[src/rtl/demux_conductual_1x4_4bits_pkg.sv]
// Shared constants for the 1x4 round-robin demux and its lane FIFOs.
package demux_conductual_1x4_4bits_pkg;
  localparam int   LANES        = 4;
  localparam int   SEL_W        = 2;
  localparam logic DATA_RST_BIT = 1'b0;
endpackage

[src/rtl/demux_conductual_1x4_4bits_fifo_lane.sv]
// One output lane: a small FIFO whose head word is registered, so a word
// written into an empty lane reaches the head one edge after it is stored.
module fifo_lane_4bits
  import demux_conductual_1x4_4bits_pkg::*;
#(
  parameter int WIDTH = 4,
  parameter int DEPTH = 4
) (
  input  logic             clok,
  input  logic             reset,
  input  logic             push,
  input  logic             pop,
  input  logic [WIDTH-1:0] data_in,
  output logic [WIDTH-1:0] head,
  output logic             empty,
  output logic             full,
  output logic             push_drop
);
  localparam int PTR_W = $clog2(DEPTH);
  localparam int CNT_W = PTR_W + 1;

  logic [WIDTH-1:0] mem [DEPTH];
  logic [PTR_W-1:0] rd_ptr, wr_ptr, rd_ptr_nxt;
  logic [CNT_W-1:0] count, count_vis, count_nxt;
  logic             head_vld;
  logic             pop_ok, push_ok;

  // Pop frees a slot before the push lands, so push+pop on a full lane fits.
  // count_vis excludes this edge's push, which delays the head by one edge.
  always_comb begin
    pop_ok     = pop & head_vld;
    push_ok    = push & (~full | pop_ok);
    push_drop  = push & ~push_ok;
    rd_ptr_nxt = rd_ptr + PTR_W'(pop_ok);
    count_vis  = count - CNT_W'(pop_ok);
    count_nxt  = count_vis + CNT_W'(push_ok);
  end

  always_ff @(posedge clok) begin
    if (reset) begin
      rd_ptr   <= '0;
      wr_ptr   <= '0;
      count    <= '0;
      full     <= 1'b0;
      head_vld <= 1'b0;
      head     <= {WIDTH{DATA_RST_BIT}};
    end else begin
      rd_ptr   <= rd_ptr_nxt;
      if (push_ok) wr_ptr <= wr_ptr + PTR_W'(1);
      count    <= count_nxt;
      full     <= (count_nxt == CNT_W'(DEPTH));
      head_vld <= (count_vis != '0);
      head     <= mem[rd_ptr_nxt];
    end
  end

  always_ff @(posedge clok) begin
    if (push_ok) mem[wr_ptr] <= data_in;
  end

  assign empty = ~head_vld;
endmodule

[src/rtl/demux_conductual_1x4_4bits.sv]
// Round-robin 1x4 demux: routes each valid upstream word to lanes 0..3 in turn,
// flags frame completion after lane 3 and records per-lane drops.
module demux_conductual_1x4_4bits
  import demux_conductual_1x4_4bits_pkg::*;
#(
  parameter int WIDTH = 4,
  parameter int DEPTH = 4
) (
  input  logic             clok,
  input  logic             reset,
  input  logic [WIDTH-1:0] data_in,
  input  logic             valid_in,
  input  logic [LANES-1:0] pop,
  output logic [WIDTH-1:0] data_out0,
  output logic [WIDTH-1:0] data_out1,
  output logic [WIDTH-1:0] data_out2,
  output logic [WIDTH-1:0] data_out3,
  output logic [LANES-1:0] valid_out,
  output logic [LANES-1:0] full,
  output logic             frame_done,
  output logic [LANES-1:0] overflow
);
  logic [SEL_W-1:0] sel;
  logic [LANES-1:0] push, drop, empty;
  logic [WIDTH-1:0] head [LANES];

  always_comb begin
    push = '0;
    for (int i = 0; i < LANES; i++) begin
      push[i] = valid_in && (sel == SEL_W'(i));
    end
  end

  for (genvar g = 0; g < LANES; g++) begin : g_lane
    fifo_lane_4bits #(
      .WIDTH(WIDTH),
      .DEPTH(DEPTH)
    ) u_lane (
      .clok      (clok),
      .reset     (reset),
      .push      (push[g]),
      .pop       (pop[g]),
      .data_in   (data_in),
      .head      (head[g]),
      .empty     (empty[g]),
      .full      (full[g]),
      .push_drop (drop[g])
    );
  end

  // sel advances on every valid word, dropped or not, to stay aligned upstream.
  always_ff @(posedge clok) begin
    if (reset) begin
      sel        <= '0;
      frame_done <= 1'b0;
      overflow   <= '0;
    end else begin
      if (valid_in) sel <= sel + SEL_W'(1);
      frame_done <= valid_in && (sel == SEL_W'(LANES - 1));
      overflow   <= overflow | drop;
    end
  end

  assign valid_out = ~empty;
  assign data_out0 = head[0];
  assign data_out1 = head[1];
  assign data_out2 = head[2];
  assign data_out3 = head[3];
endmodule

[config.mk]
export PLATFORM = sky130hd
export DESIGN_NAME = demux_conductual_1x4_4bits
export DESIGN_NICKNAME = d
export VERILOG_FILES = /design/src/rtl/demux_conductual_1x4_4bits_pkg.sv /design/src/rtl/demux_conductual_1x4_4bits_fifo_lane.sv /design/src/rtl/demux_conductual_1x4_4bits.sv
export SDC_FILE = /design/constraint.sdc
export NUM_CORES = 1
export LEC_CHECK = 0
export CORE_UTILIZATION = 30
export CTS_BUF_LIST = sky130_fd_sc_hd__clkbuf_4 sky130_fd_sc_hd__clkbuf_8
export DETAILED_ROUTE_END_ITERATION = 10
export SYNTH_ARGS = -nofsm -noshare
export SYNTH_HDL_FRONTEND = slang
export SYNTH_HIERARCHICAL = 1
export SYNTH_SLANG_ARGS = --single-unit
[constraint.sdc]
create_clock -name clok -period 2.1 [get_ports clok]
set_clock_uncertainty 0.2 [all_clocks]
set_input_delay 0.21 -clock clok [delete_from_list [all_inputs] [get_ports clok]]
set_output_delay 0.21 -clock clok [all_outputs]
set_load 0.02 [all_outputs]
==> summary.md <==
| Metric | Value |
|---|---|
| Max-slew headroom | 0.5476 |
| Drt via density | 4.126 |
| Vias in the first global route | about 2,700 |
| Hold_buf cts | 0 |
| Distinct cells, synth | 24 |
| Hold Vio Cnt, Final | 0 |
| Max Cap Viol | 0 |
| DRT antenna net count | 0 |
| Fillers | 1,547 |
| DRT Pass-1 Iters | 4 |
| Share of cells above drive strength 1 | 0.1418 |
| Critical Path Max Stage Delay | 0.38 ns |
| Leakage power | 2.482 nW |
| DR vias | about 2,700 |
| Post-CTS setup buffers | 0 |
| Worst flop-to-flop path startpoint | sel[1]$_SDFFE_PP0P_ |
| Initial Util | 0.3058 |
| Clock buffer depth | 2 |
| Final Wtd Congestion | 0.7100 |
| Psw | 1.769 mW |
| Num CTS Buffers | 17 |
| Worst VDD drop | roughly 0.34 mV |
| Unrepaired setup endpoints after global routing | no |
| Slew at the pin closest to its max-slew limit | 0.6764 ns |
| Initial antenna violation count | 0 |
| FMAX | roughly 500 MHz |
| P_int | roughly 4.9 mW |
| Most frequent cells in the layout | edfxtp_1 (64), dfxtp_1 (58), clkdlybuf4s50_1 (38) |
| Area Growth Syn to Fin | 23.50% |
| Clock group share of total power | 0.343 |
| Sequential share of power | 0.438 |
| Most common cell on crit path | ha_1 |
| Crit path time final | 1.989 ns |
| Mean Syn Cell Area | approximately 15 µm² |
| Combinational share of power | 0.220 |
| Sinks on the clock net | 123 |
| Worst EP arrival | 2.13 ns |
| Clk root buf | clkbuf_8 |
| Period Utilization, post-route | 0.9474 |
| Mapped Area | 5054 µm² |
| DP Wirelength | 5.496 mm |
| Critical path type | flip-flop to flip-flop |
| # nets final | between 400 and 500 |
| Hold path start | reset |
| CP startpoint kind | flip-flop |
| Final Setup Violations | 0 |
| Cell Rows | 47 |
| TritonCTS clock tree | yes |
| Port bufs | 39 |
| Outcome | completed |
| Xor/xnor share of the synthesized area | 0.03540 |
| Cell Chain, Critical Path | inv_1 -> ha_1 -> and2_1 -> a21boi_4 -> ha_1 -> ha_1 -> nor4_2 |
| Core area | 16,520 µm² |
| Worst hold stages | 3 |
| Place WS | -0.1109 ns |
| Die area | 17,370 µm² |
| Main combinational cell family by area after synthesis | simple AND/OR/NAND/NOR gates |
| Worst path slowest cell | dfxtp_1 |
| Dpl cell area | 5787 µm² |
| Most common cell after layout, fill and taps aside | edfxtp_1 |
| Register-to-Register Path Depth | 7 |
| Hold endpoint | g_lane[3].u_lane/count[1]$_SDFF_PP0_ |
| N_diodes | 0 |
| FF+latch count, synth | 123 |
| Mapped Cells | 346 |
| Reg-to-Reg End | g_lane[1].u_lane/full$_SDFF_PP0_ |
| Total Routing Usage GR | 0.1003 |
| Synth Area in Compound Gates | 0.02278 |
| Multiplexer share of the synthesized area | 0.1020 |
| Synthesized Nets | slightly below 400 |
| Clock slew at reported path FFs | 0.08 ns |
| Top Ports | 40 |
| Worst-path maximum fanout | 4 |
| CP endpoint kind | flip-flop |
| Largest net degree at the start of global routing | 68 |
| Final WS setup | roughly 0.11 ns |
| Die Y | between 100 and 150 µm |
| Iter 0 DRT Violations | 129 |
| Pwr/cell area | 1063 nW/µm² |
| Die width | 131.8 µm |
| First-pass GRT wire length | 13.28 mm |
| H-tree depth | 4 |
| Yosys warning count | 6 |
| Clk Latency, worst-skew pair | 0.43 ns |
| Switching share of power | 0.2667 |
| Adder-cell area share of the yosys netlist | 0.08913 |
| Post-DR wirelength/cell | around 13 µm |
| Worst hold slack | 0.04372 ns |
| Final wirelength | approximately 8.1 mm |
| Required @ worst endpoint | 2.24 ns |
| Post-Synth Simple-Gate Area | 0.1114 |
| DRC Markers | 0 |
| Max-slew violations | 0 |
| Tot Pwr | 6.635 mW |
| Design Area, Final | 6241 µm² |
| FF-to-FF setup slack | 0.11 ns |
| Class of the worst hold path | input pin to flip-flop |
| CTS resizes | 0 |
| Sequential area share after synthesis | 0.6140 |
| Grt total ovfl | 0 |
metrics by stage:
step | cells | util | setup TNS (ns)
floorplan | 346 | - | 0
global placement | 611 | 0.3502 | -1.275
detailed placement | 611 | 0.3502 | -1.630
CTS | 643 | 0.3766 | 0
global route | 643 | 0.3777 | 0
finish | 643 | 0.3777 | 0
routing by layer:
layer  track usage  vias up  share of wire
met3       0.03268       17          0.034
met4       0.05039        0          0.019
met5             0        -              0
met2        0.1734       35           0.51
li1              -     1332              -
met1        0.1104     1269           0.44
registers in the layout (all words and copies together) (netlist names):
signal and flops:
frame_done 1, g_lane.u_lane/count 12, g_lane.u_lane/full 4, g_lane.u_lane/head 16, g_lane.u_lane/head_vld 4, g_lane.u_lane/mem 64, g_lane.u_lane/rd_ptr 8, g_lane.u_lane/wr_ptr 8
overflow 4, sel 2
power by group through the flow:
stage          Clock, mW  Sequential (mW)  Combinational (mW)
3_3_place_gp           0             2.95                1.41
3_5_place_dp           0             2.96                1.45
4_1_cts             2.33             2.91                1.46
6_report            2.27             2.90                1.46
2_1_floorplan          0             3.03               0.896
5_1_grt             2.44             2.93                1.61
kinds of logic (layout without fill, tap and decap cells):
family	Yosys count	in the layout
AOI/OAI and AO/OA	8	8
xor gates and xnor gates	17	17
adders and majority gates	36	36
buffers and inverters	34	111
DFF	123	123
muxes	25	25
and+or+nand+nor	103	103
worst max-delay path by stage:
| stage | slack, ns | endpoint | start | cells after the start |
|---|---|---|---|---|
| global placement | -0.1 | g_lane[1].u_lane/head[1]$_SDFF_PP0_ | pop[1] | 6 |
| finish | 0.11 | g_lane[1].u_lane/full$_SDFF_PP0_ | sel[1]$_SDFFE_PP0P_ | 7 |
| detailed placement | -0.11 | g_lane[1].u_lane/head[1]$_SDFF_PP0_ | pop[1] | 6 |
| global route | 0.004 | g_lane[2].u_lane/full$_SDFF_PP0_ | sel[0]$_SDFFE_PP0P_ | 8 |
| CTS | 0.04 | g_lane[2].u_lane/full$_SDFF_PP0_ | sel[0]$_SDFFE_PP0P_ | 7 |
| floorplan | 0.19 | g_lane[0].u_lane/full$_SDFF_PP0_ | sel[0]$_SDFFE_PP0P_ | 7 |
cell usage after synthesis (all sizes together):
master / number / share of area
nor2: 30 / 0.022
xnor2: 13 / 0.028
o21ba: 4 / 0.0079
xor2: 4 / 0.0069
and2: 20 / 0.025
nand2b: 8 / 0.0099
and3: 4 / 0.0050
nand2: 8 / 0.0059
nor4: 4 / 0.0050
a21boi: 4 / 0.015
nor2b: 28 / 0.037
edfxtp: 64 / 0.38
clkbuf: 4 / 0.0030
and2b: 1 / 0.0015
mux2: 4 / 0.0089
dfxtp: 59 / 0.23
mux2i: 5 / 0.0099
inv: 30 / 0.022
ha: 36 / 0.089
mux4: 16 / 0.083
critical path, delay by kind of cell (launching register included):
kind | cells | cell delay (ns)
compound gates | 1 | 0.14
fa+ha+maj | 3 | 0.68
buf+inv | 1 | 0.08
flops | 1 | 0.38
simple gates | 2 | 0.43
area by class of cell:
class / count / area [µm²] / area share
clock buffer: 18 / 241.5 / 0.03869
clock inverter: 14 / 195.2 / 0.03128
inverter: 30 / 112.6 / 0.01804
multi-input combinational: 189 / 1837 / 0.2943
sequential: 123 / 3107 / 0.4978
tap: 220 / 275.3 / 0.04411
timing repair buffer: 49 / 473.0 / 0.07578
Power figures use the tool's default switching activity.
